**config.mk**
```make
export PLATFORM = sky130hd
export DESIGN_NAME = bus_decoder_n
export DESIGN_NICKNAME = d
export VERILOG_FILES = /design/src/rtl/bus_decoder_n.sv
export SDC_FILE = /design/constraint.sdc
export NUM_CORES = 1
export LEC_CHECK = 0
export BUFFER_PORTS_ARGS = -buffer_cell sky130_fd_sc_hd__clkbuf_2
export CORE_AREA = 2 2 181 183
export CTS_BUF_LIST = sky130_fd_sc_hd__clkbuf_4
export CTS_CLUSTER_SIZE = 30
export DETAILED_ROUTE_END_ITERATION = 12
export DIE_AREA = 0 0 183 185
export PLACE_DENSITY_LB_ADDON = 0.1
export SYNTH_ARGS = -nofsm -noshare
export SYNTH_HDL_FRONTEND = slang
export SYNTH_SLANG_ARGS = --single-unit
```
**constraint.sdc**
```tcl
create_clock -name clk -period 2.3 [get_ports clk]
set_input_delay 0.345 -clock clk [delete_from_list [all_inputs] [get_ports clk]]
set_output_delay 0.345 -clock clk [all_outputs]
set_load 0.01 [all_outputs]
```
**src/rtl/bus_decoder_n.sv**
```systemverilog
// rtl/bus_decoder_n.sv - single-master to N-slave bus decoder with unmapped/timeout error reporting
//
// Ports:
//   clk, rst                 clock, synchronous active-high reset
//   m_addr_i/m_data_i/m_we_i master request; m_select_i != 0 marks a valid request
//   m_data_o/m_ack_o/m_err_o master response; ack and err are one-cycle pulses
//   s_addr_o/s_data_o/s_sel_o latched request broadcast to every slave
//   s_we_o/s_select_o        per-slave write enable and one-hot select
//   s_data_i/s_ack_i         slave responses, slave k on slice k
//   busy_o                   a transaction is in progress or awaiting request release
//   err_count_o              saturating count of error completions
module bus_decoder_n #(
  parameter int                   ADDR_W     = 32,
  parameter int                   DATA_W     = 32,
  parameter int                   SEL_W      = 4,
  parameter int                   NUM_SLAVES = 8,
  parameter int                   IDX_W      = 3,
  parameter int                   DECODE_LSB = 28,
  parameter int                   TIMEOUT    = 255,
  parameter logic [DATA_W-1:0]    ERR_DATA   = 32'hDEAD_BEEF
) (
  input  logic                         clk,
  input  logic                         rst,
  input  logic [ADDR_W-1:0]            m_addr_i,
  input  logic [DATA_W-1:0]            m_data_i,
  input  logic                         m_we_i,
  input  logic [SEL_W-1:0]             m_select_i,
  output logic [DATA_W-1:0]            m_data_o,
  output logic                         m_ack_o,
  output logic                         m_err_o,
  output logic [ADDR_W-1:0]            s_addr_o,
  output logic [DATA_W-1:0]            s_data_o,
  output logic [SEL_W-1:0]             s_sel_o,
  output logic [NUM_SLAVES-1:0]        s_we_o,
  output logic [NUM_SLAVES-1:0]        s_select_o,
  input  logic [NUM_SLAVES*DATA_W-1:0] s_data_i,
  input  logic [NUM_SLAVES-1:0]        s_ack_i,
  output logic                         busy_o,
  output logic [7:0]                   err_count_o
);

  typedef enum logic [1:0] {
    ST_IDLE = 2'd0,
    ST_BUSY = 2'd1,
    ST_DONE = 2'd2
  } state_t;

  // Last timer value before the transaction is declared timed out.
  localparam logic [15:0] TO_LAST = 16'(TIMEOUT - 1);

  state_t                  state_q, state_d;
  logic [ADDR_W-1:0]       addr_q, addr_d;
  logic [DATA_W-1:0]       wdata_q, wdata_d;
  logic [SEL_W-1:0]        sel_q, sel_d;
  logic [NUM_SLAVES-1:0]   we_q, we_d;
  logic [NUM_SLAVES-1:0]   select_q, select_d;
  logic [15:0]             timer_q, timer_d;
  logic [DATA_W-1:0]       rdata_q, rdata_d;
  logic                    ack_q, ack_d;
  logic                    err_q, err_d;
  logic [7:0]              err_cnt_q, err_cnt_d;

  logic [IDX_W-1:0]        req_idx;
  logic                    req_mapped;
  logic [NUM_SLAVES-1:0]   req_onehot;
  logic                    slv_ack;
  logic [DATA_W-1:0]       slv_data;

  // Decode the incoming request into a one-hot slave vector.
  always_comb begin
    req_idx    = m_addr_i[DECODE_LSB +: IDX_W];
    req_mapped = (32'(req_idx) < NUM_SLAVES);
    req_onehot = '0;
    for (int k = 0; k < NUM_SLAVES; k++) begin
      req_onehot[k] = (req_idx == IDX_W'(k));
    end
  end

  // Only the currently selected slave's ack and data are observed, so
  // acks from any other slave are ignored by construction.
  always_comb begin
    slv_ack  = 1'b0;
    slv_data = '0;
    for (int k = 0; k < NUM_SLAVES; k++) begin
      if (select_q[k]) begin
        slv_ack  = s_ack_i[k];
        slv_data = s_data_i[k*DATA_W +: DATA_W];
      end
    end
  end

  always_comb begin
    state_d   = state_q;
    addr_d    = addr_q;
    wdata_d   = wdata_q;
    sel_d     = sel_q;
    we_d      = we_q;
    select_d  = select_q;
    timer_d   = timer_q;
    rdata_d   = rdata_q;
    ack_d     = 1'b0;
    err_d     = 1'b0;
    err_cnt_d = err_cnt_q;

    case (state_q)
      ST_IDLE: begin
        if (|m_select_i) begin
          addr_d  = m_addr_i;
          wdata_d = m_data_i;
          sel_d   = m_select_i;
          if (req_mapped) begin
            select_d = req_onehot;
            we_d     = m_we_i ? req_onehot : '0;
            timer_d  = '0;
            state_d  = ST_BUSY;
          end else begin
            select_d = '0;
            we_d     = '0;
            ack_d    = 1'b1;
            err_d    = 1'b1;
            rdata_d  = ERR_DATA;
            if (err_cnt_q != 8'hFF) err_cnt_d = err_cnt_q + 8'd1;
            state_d  = ST_DONE;
          end
        end
      end

      ST_BUSY: begin
        timer_d = timer_q + 16'd1;
        // A real ack takes priority over a coincident timeout.
        if (slv_ack) begin
          rdata_d  = slv_data;
          ack_d    = 1'b1;
          select_d = '0;
          we_d     = '0;
          state_d  = ST_DONE;
        end else if (timer_q == TO_LAST) begin
          rdata_d  = ERR_DATA;
          ack_d    = 1'b1;
          err_d    = 1'b1;
          if (err_cnt_q != 8'hFF) err_cnt_d = err_cnt_q + 8'd1;
          select_d = '0;
          we_d     = '0;
          state_d  = ST_DONE;
        end
      end

      ST_DONE: begin
        // Wait for the master to drop its request so it is not re-issued.
        if (m_select_i == '0) state_d = ST_IDLE;
      end

      default: begin
        state_d  = ST_IDLE;
        select_d = '0;
        we_d     = '0;
      end
    endcase
  end

  always_ff @(posedge clk) begin
    if (rst) begin
      state_q   <= ST_IDLE;
      addr_q    <= '0;
      wdata_q   <= '0;
      sel_q     <= '0;
      we_q      <= '0;
      select_q  <= '0;
      timer_q   <= '0;
      rdata_q   <= '0;
      ack_q     <= 1'b0;
      err_q     <= 1'b0;
      err_cnt_q <= '0;
    end else begin
      state_q   <= state_d;
      addr_q    <= addr_d;
      wdata_q   <= wdata_d;
      sel_q     <= sel_d;
      we_q      <= we_d;
      select_q  <= select_d;
      timer_q   <= timer_d;
      rdata_q   <= rdata_d;
      ack_q     <= ack_d;
      err_q     <= err_d;
      err_cnt_q <= err_cnt_d;
    end
  end

  assign m_data_o    = rdata_q;
  assign m_ack_o     = ack_q;
  assign m_err_o     = err_q;
  assign s_addr_o    = addr_q;
  assign s_data_o    = wdata_q;
  assign s_sel_o     = sel_q;
  assign s_we_o      = we_q;
  assign s_select_o  = select_q;
  assign busy_o      = (state_q != ST_IDLE);
  assign err_count_o = err_cnt_q;

endmodule
```
# Yosys cells after proc, flatten, opt, wreduce, memory -nomap -nowiden
# Cells that the tools add are included.
word_totals:
  reg_bits: 144
  input_bits: 335
  out_inout_bits: 127
op_classes:
  addsub: 2
  n_eq_ne: 14
  mux: 34
  n_bitwise: 3
  n_reduce_logical: 15
ops:
  columns: ["operator", "count"]
  rows:
  - ["32-bit 2-to-1 mux", 10]
  - ["8-bit case mux with 3 select lines", 2]
  - ["8-bit 2-to-1 mux", 5]
  - ["16-bit case mux with 2 select lines", 1]
  - ["16-bit by 1-bit adder with 16-bit output (second input constant)", 1]
  - ["16-bit by 8-bit equality test with 1-bit output (second input constant)", 1]
  - ["16-bit 2-to-1 mux", 1]
  - ["3-bit equality test (second input constant)", 4]
  - ["1-bit 2-to-1 mux", 10]
  - ["8-bit by 1-bit adder with 8-bit output (second input constant)", 1]
  - ["2-bit 2-to-1 mux", 4]
  - ["8-bit inequality test (second input constant)", 1]
  - ["3-bit by 2-bit equality test with 1-bit output (second input constant)", 2]
  - ["2-bit case mux with 3 select lines", 1]
  - ["2-bit AND reduction", 3]
  - ["3-bit AND reduction", 2]
  - ["2-bit nonzero test", 3]
  - ["4-bit logical NOT", 1]
  - ["2-bit inequality test (second input constant)", 2]
  - ["4-bit AND reduction", 1]
  - ["4-bit OR reduction", 1]
  - ["3-bit by 1-bit equality test with 1-bit output (second input constant)", 1]
  - ["3-bit logical NOT", 1]
  - ["3-bit inequality test (second input constant)", 1]
  - ["6 further kinds", 8]

# Logic depth before layout (Yosys ltp)
depth:
  ltp_word: 10
  ltp_mapped: 9
  ltp_nobuf: 8

# Worst setup path after synthesis
# OpenSTA, ideal clock, no wires.
synth_timing:
  kind: "register to register"
  startpoint: "register select_q[1], in the netlist s_select_o[1]"
  endpoint: "register err_cnt_q[7], in the netlist err_count_o[7]"
  arrival_ps: 1972
  required_ps: 2177
  slack_ps: 204
  path_stages_with_launch: 9
  path_buffers: 2
  path_cell_list: "dfxtp_1 > buf_4 > nor2b_2 > buf_6 > a221o_1 > a21oi_4 > o21ai_2 > nor4_2 > mux2_1"
synth_via:
  elab_chain_cells: 9
synth_lines:
  columns: ["item", "line", "rtl"]
  rows:
  - ["start: declaration", "56", "logic [NUM_SLAVES-1:0] select_q, select_d;"]
  - ["start signal: assignment", "180", "select_q <= select_d;"]
  - ["1-bit 2-to-1 mux (7 in a row)", "85", "if (select_q[k]) begin"]
  - ["1-bit NOT (no line)", null, null]
  - ["4-bit AND reduction (no line)", null, null]
  - ["end signal: assignment", "185", "err_cnt_q <= err_cnt_d;"]
  - ["end: declaration", "61", "logic [7:0] err_cnt_q, err_cnt_d;"]
# Every way passes these cells.
# A chain may end at the register's enable or synchronous reset.

# Final worst setup path
layout_timing:
  startpoint: "register select_q[2], in the netlist s_select_o[2]"
  endpoint: "register rdata_q[0], in the netlist m_data_o[0]"
layout_via:
  elab_chain_cells: 8
layout_lines:
  columns: ["item", "line", "rtl"]
  rows:
  - ["1-bit 2-to-1 mux (6 in a row)", "85", null]
  - ["2-bit nonzero test (no line)", null, null]
  - ["2-bit AND reduction (no line)", null, null]
  - ["end signal: assignment", "182", "rdata_q <= rdata_d;"]
  - ["end: declaration", "58", "logic [DATA_W-1:0] rdata_q, rdata_d;"]
# Parallel ways exist; a longest one is shown, timed or not.

==> results.sh <==
export IMPL_status="completed"
export IMPL_post_route_period_util_pct=97.9
export IMPL_synth_edff_count=0
export IMPL_syn_inst_count=945
export IMPL_detail_route_wirelength_um=40600
export IMPL_synth_cell_area_um2=7450
export IMPL_global_route_wire_length_before_repair_um=58400
export IMPL_drtAntennaViolNets=0
export IMPL_synth_area_per_cell_um2=7.89
export IMPL_detailedPlacementHpwl_um=31700
export IMPL_final_common_cell="sky130_fd_sc_hd__clkbuf_2"
export IMPL_crit_end_element="register"
export IMPL_core_area_um2=32000
export IMPL_yosys_cell_types_count=62
export IMPL_nFillCells=3522
export IMPL_seq_area_frac_synth_pct=38.7
export IMPL_drt_iter0_drc=512
export IMPL_relSlewSlack_pct=40.9
export IMPL_gp_congestion=0.932
export IMPL_clkSlewWorstSetupHoldPaths_ns=0.17
export IMPL_ys_async_sr_fraction_pct=0
export IMPL_layout_drive_gt1_share_pct=39.8
export IMPL_met3_length_um=3160
export IMPL_min_path_type="input pin to register"
export IMPL_critical_path_slowest_cell="sky130_fd_sc_hd__nor2_4"
export IMPL_drtPass1Iterations=5
export IMPL_final_setup_skew_ns=0.0346
export IMPL_cts_tree="done"
export IMPL_detail_route_wirelength_met1_um=16700
export IMPL_power_static_leakage_nw=5.04
export IMPL_die_h_um=185
export IMPL_route_detailed_drc=0
export IMPL_yosys_warnings=0
export IMPL_synth_net_count=1283
export IMPL_ys_dominant_reg_cell="sky130_fd_sc_hd__dfxtp_1"
export IMPL_worst_ep_arrival_time_ns=2.65
export IMPL_post_dr_vias_cell=4.98
export IMPL_initial_core_util_pct=23.3
export IMPL_deepest_level_of_the_cts_h_tree=4
export IMPL_synth_seq_cells=144
export IMPL_power_density_cell_area_nw_per_um2=586
export IMPL_boundaryPins=462
export IMPL_grt_start_max_net_pins=53
export IMPL_final_hold_violation_count=0
export IMPL_route_met2_wl_um=19600
export IMPL_peak_freq_mhz=444
export IMPL_grt_setup_unrepaired="true"
export IMPL_cts_root_to_sink_buffers=2
export IMPL_dieArea_um2=33900
export IMPL_critPathMaxFanout=25
export IMPL_irDropWorstVdd_mv=0.287
export IMPL_timing_worst_setup_path_type="register to register"
export IMPL_placement_rows=66
export IMPL_final_min_clock_period_ns=2.25
export IMPL_area_growth_pct=52.2
export IMPL_uppermost_routed_layer="met4"
export IMPL_grt_overflow=0
export IMPL_io_buffers=461
export IMPL_groute_usage_overall_pct=23.1
export IMPL_layout_nets=1783
export IMPL_cp_data_required_time_ns=2.70
export IMPL_critical_path_max_stage_delay_ns=0.66
export IMPL_final_cell_mix="sky130_fd_sc_hd__clkbuf_2, sky130_fd_sc_hd__nand2_1, sky130_fd_sc_hd__dfxtp_1"
export IMPL_vias=9346
export IMPL_cts_num_sinks=144
export IMPL_maxCapViolCount=0
export IMPL_insertion_delay_ns=0.56
export IMPL_startpoint_type="register"
export IMPL_postLayoutCellArea_um2=11300
export IMPL_number_of_buffers_created_by_cts=17
export IMPL_final_setup_viol_count=0
export IMPL_routedWlPerCell_um=21.6
export IMPL_die_w_um=183
export IMPL_antenna_found_initial=11
export IMPL_post_dp_cell_area_um2=10300
export IMPL_worstPathCellList="or2_1 -> a221o_1 -> a21oi_4 -> nor3_4 -> nor2_4 -> a221oi_1"
export IMPL_grt_pass1_vias=9169
export IMPL_finalSetupTns_ns=0
export IMPL_clock_root_cell="sky130_fd_sc_hd__clkbuf_4"
export IMPL_worst_slew_pin_transition_ns=0.884
export IMPL_finalMaxSlewViolations=0
## where the power goes
| group | leakage [nW] | internal, mW | total (mW) | switching [mW] |
|---|---|---|---|---|
| combinational | 3.69 | 0.845 | 1.96 | 1.12 |
| sequential | 1.18 | 2.69 | 2.80 | 0.116 |
| clock | 0.173 | 0.708 | 1.88 | 1.17 |
| total | 5.04 | 4.24 | 6.65 | 2.41 |
## per-layer routing
metal  vias to the layer above  GRT usage [%]
met5                         -              0
met4                         0           8.80
met1                      4394           27.4
met2                       395           39.7
li1                       4510              -
met3                        47           6.23
## cells by family (layout without fill, tap and decap cells)
kind of cell	count (synthesis)	in the layout	synth area share (%)
xor gates and xnor gates	2	2	0.235
DFF	144	144	38.7
and+or+nand+nor	287	287	18.1
muxes	5	5	0.722
buffers and inverters	148	661	7.99
adders and majority gates	3	3	0.504
AOI/OAI and AO/OA	356	356	33.8
other	0	11	0
## worst paths after layout
path                              start                   endpoint  slack, ns  depth (start not counted)
min reg2reg   s_data_o[18]$_SDFFE_PP0P_  s_data_o[18]$_SDFFE_PP0P_       0.47                          2
max          s_select_o[2]$_SDFFE_PP0P_   m_data_o[0]$_SDFFE_PP0P_       0.05                          6
max reg2reg  s_select_o[2]$_SDFFE_PP0P_   m_data_o[0]$_SDFFE_PP0P_       0.05                          6
min                         m_addr_i[7]   s_addr_o[7]$_SDFFE_PP0P_       0.06                          3
## layout make-up
cell class / instances / area, um2 / share of cell area [%]
timing repair buffer: 571 / 3370 / 29.7
inverter: 58 / 218 / 1.92
clock buffer: 17 / 128 / 1.13
multi-input combinational: 653 / 4010 / 35.4
sequential: 144 / 2890 / 25.5
antenna: 11 / 27.5 / 0.243
clock inverter: 15 / 188 / 1.65
tap: 408 / 510 / 4.50
## critical path: cells and delay by family, from the launching register on
family,cells,cell delay [ns]
simple gates,3,0.98
flops,1,0.38
compound gates,3,0.72
## sequential cells by signal (all words and copies together) (netlist names)
name	count
err_count_o	8
s_we_o	8
m_data_o	32
s_data_o	32
m_err_o	1
timer_q	16
s_addr_o	32
s_sel_o	4
m_ack_o	1
s_select_o	8
state_q	2
## per-stage QoR
step	total power [mW]	utilization (%)	hold slack, ns	setup slack, ns	std cells
final	6.65	35.4	0.0585	0.0480	1877
after global routing	7.05	35.4	0.0314	-0.0954	1875
after CTS	6.76	35.3	0.00264	-0.0520	1866
after detailed placement	4.75	32.3	0.446	-0.0569	1771
after global placement	4.74	32.3	0.441	-0.0103	1771
after floorplan	3.81	-	0.429	0.204	945
## cells in the mapped netlist, types with 10 or more instances
master | n | area share [%]
sky130_fd_sc_hd__nand2_1 | 145 | 7.3
sky130_fd_sc_hd__dfxtp_1 | 144 | 39
sky130_fd_sc_hd__a21oi_1 | 118 | 7.9
sky130_fd_sc_hd__a221oi_1 | 72 | 8.5
sky130_fd_sc_hd__clkbuf_1 | 71 | 3.6
sky130_fd_sc_hd__inv_1 | 57 | 2.9
sky130_fd_sc_hd__o21ai_0 | 53 | 3.6
sky130_fd_sc_hd__nor2_1 | 45 | 2.3
sky130_fd_sc_hd__a222oi_1 | 24 | 3.2
sky130_fd_sc_hd__o21ai_1 | 19 | 1.3
sky130_fd_sc_hd__a221oi_2 | 17 | 3.4
sky130_fd_sc_hd__nand3_1 | 17 | 1.1
sky130_fd_sc_hd__nand2b_1 | 12 | 1.0
sky130_fd_sc_hd__o31ai_1 | 12 | 1.2
sky130_fd_sc_hd__buf_2 | 11 | 0.74
sky130_fd_sc_hd__nand4_1 | 11 | 0.92
sky130_fd_sc_hd__nor2b_1 | 10 | 0.84
## timing repair
action                                  CTS  global route
endpoints found under the setup margin   17            39
pin swaps                                 1            11
hold endpoints to repair                 63             0
gates resized for setup                   2             5
setup buffers                             0             0
hold buffers                             63             0
cloned                                    0             0
(Power assumes the default switching activity.)
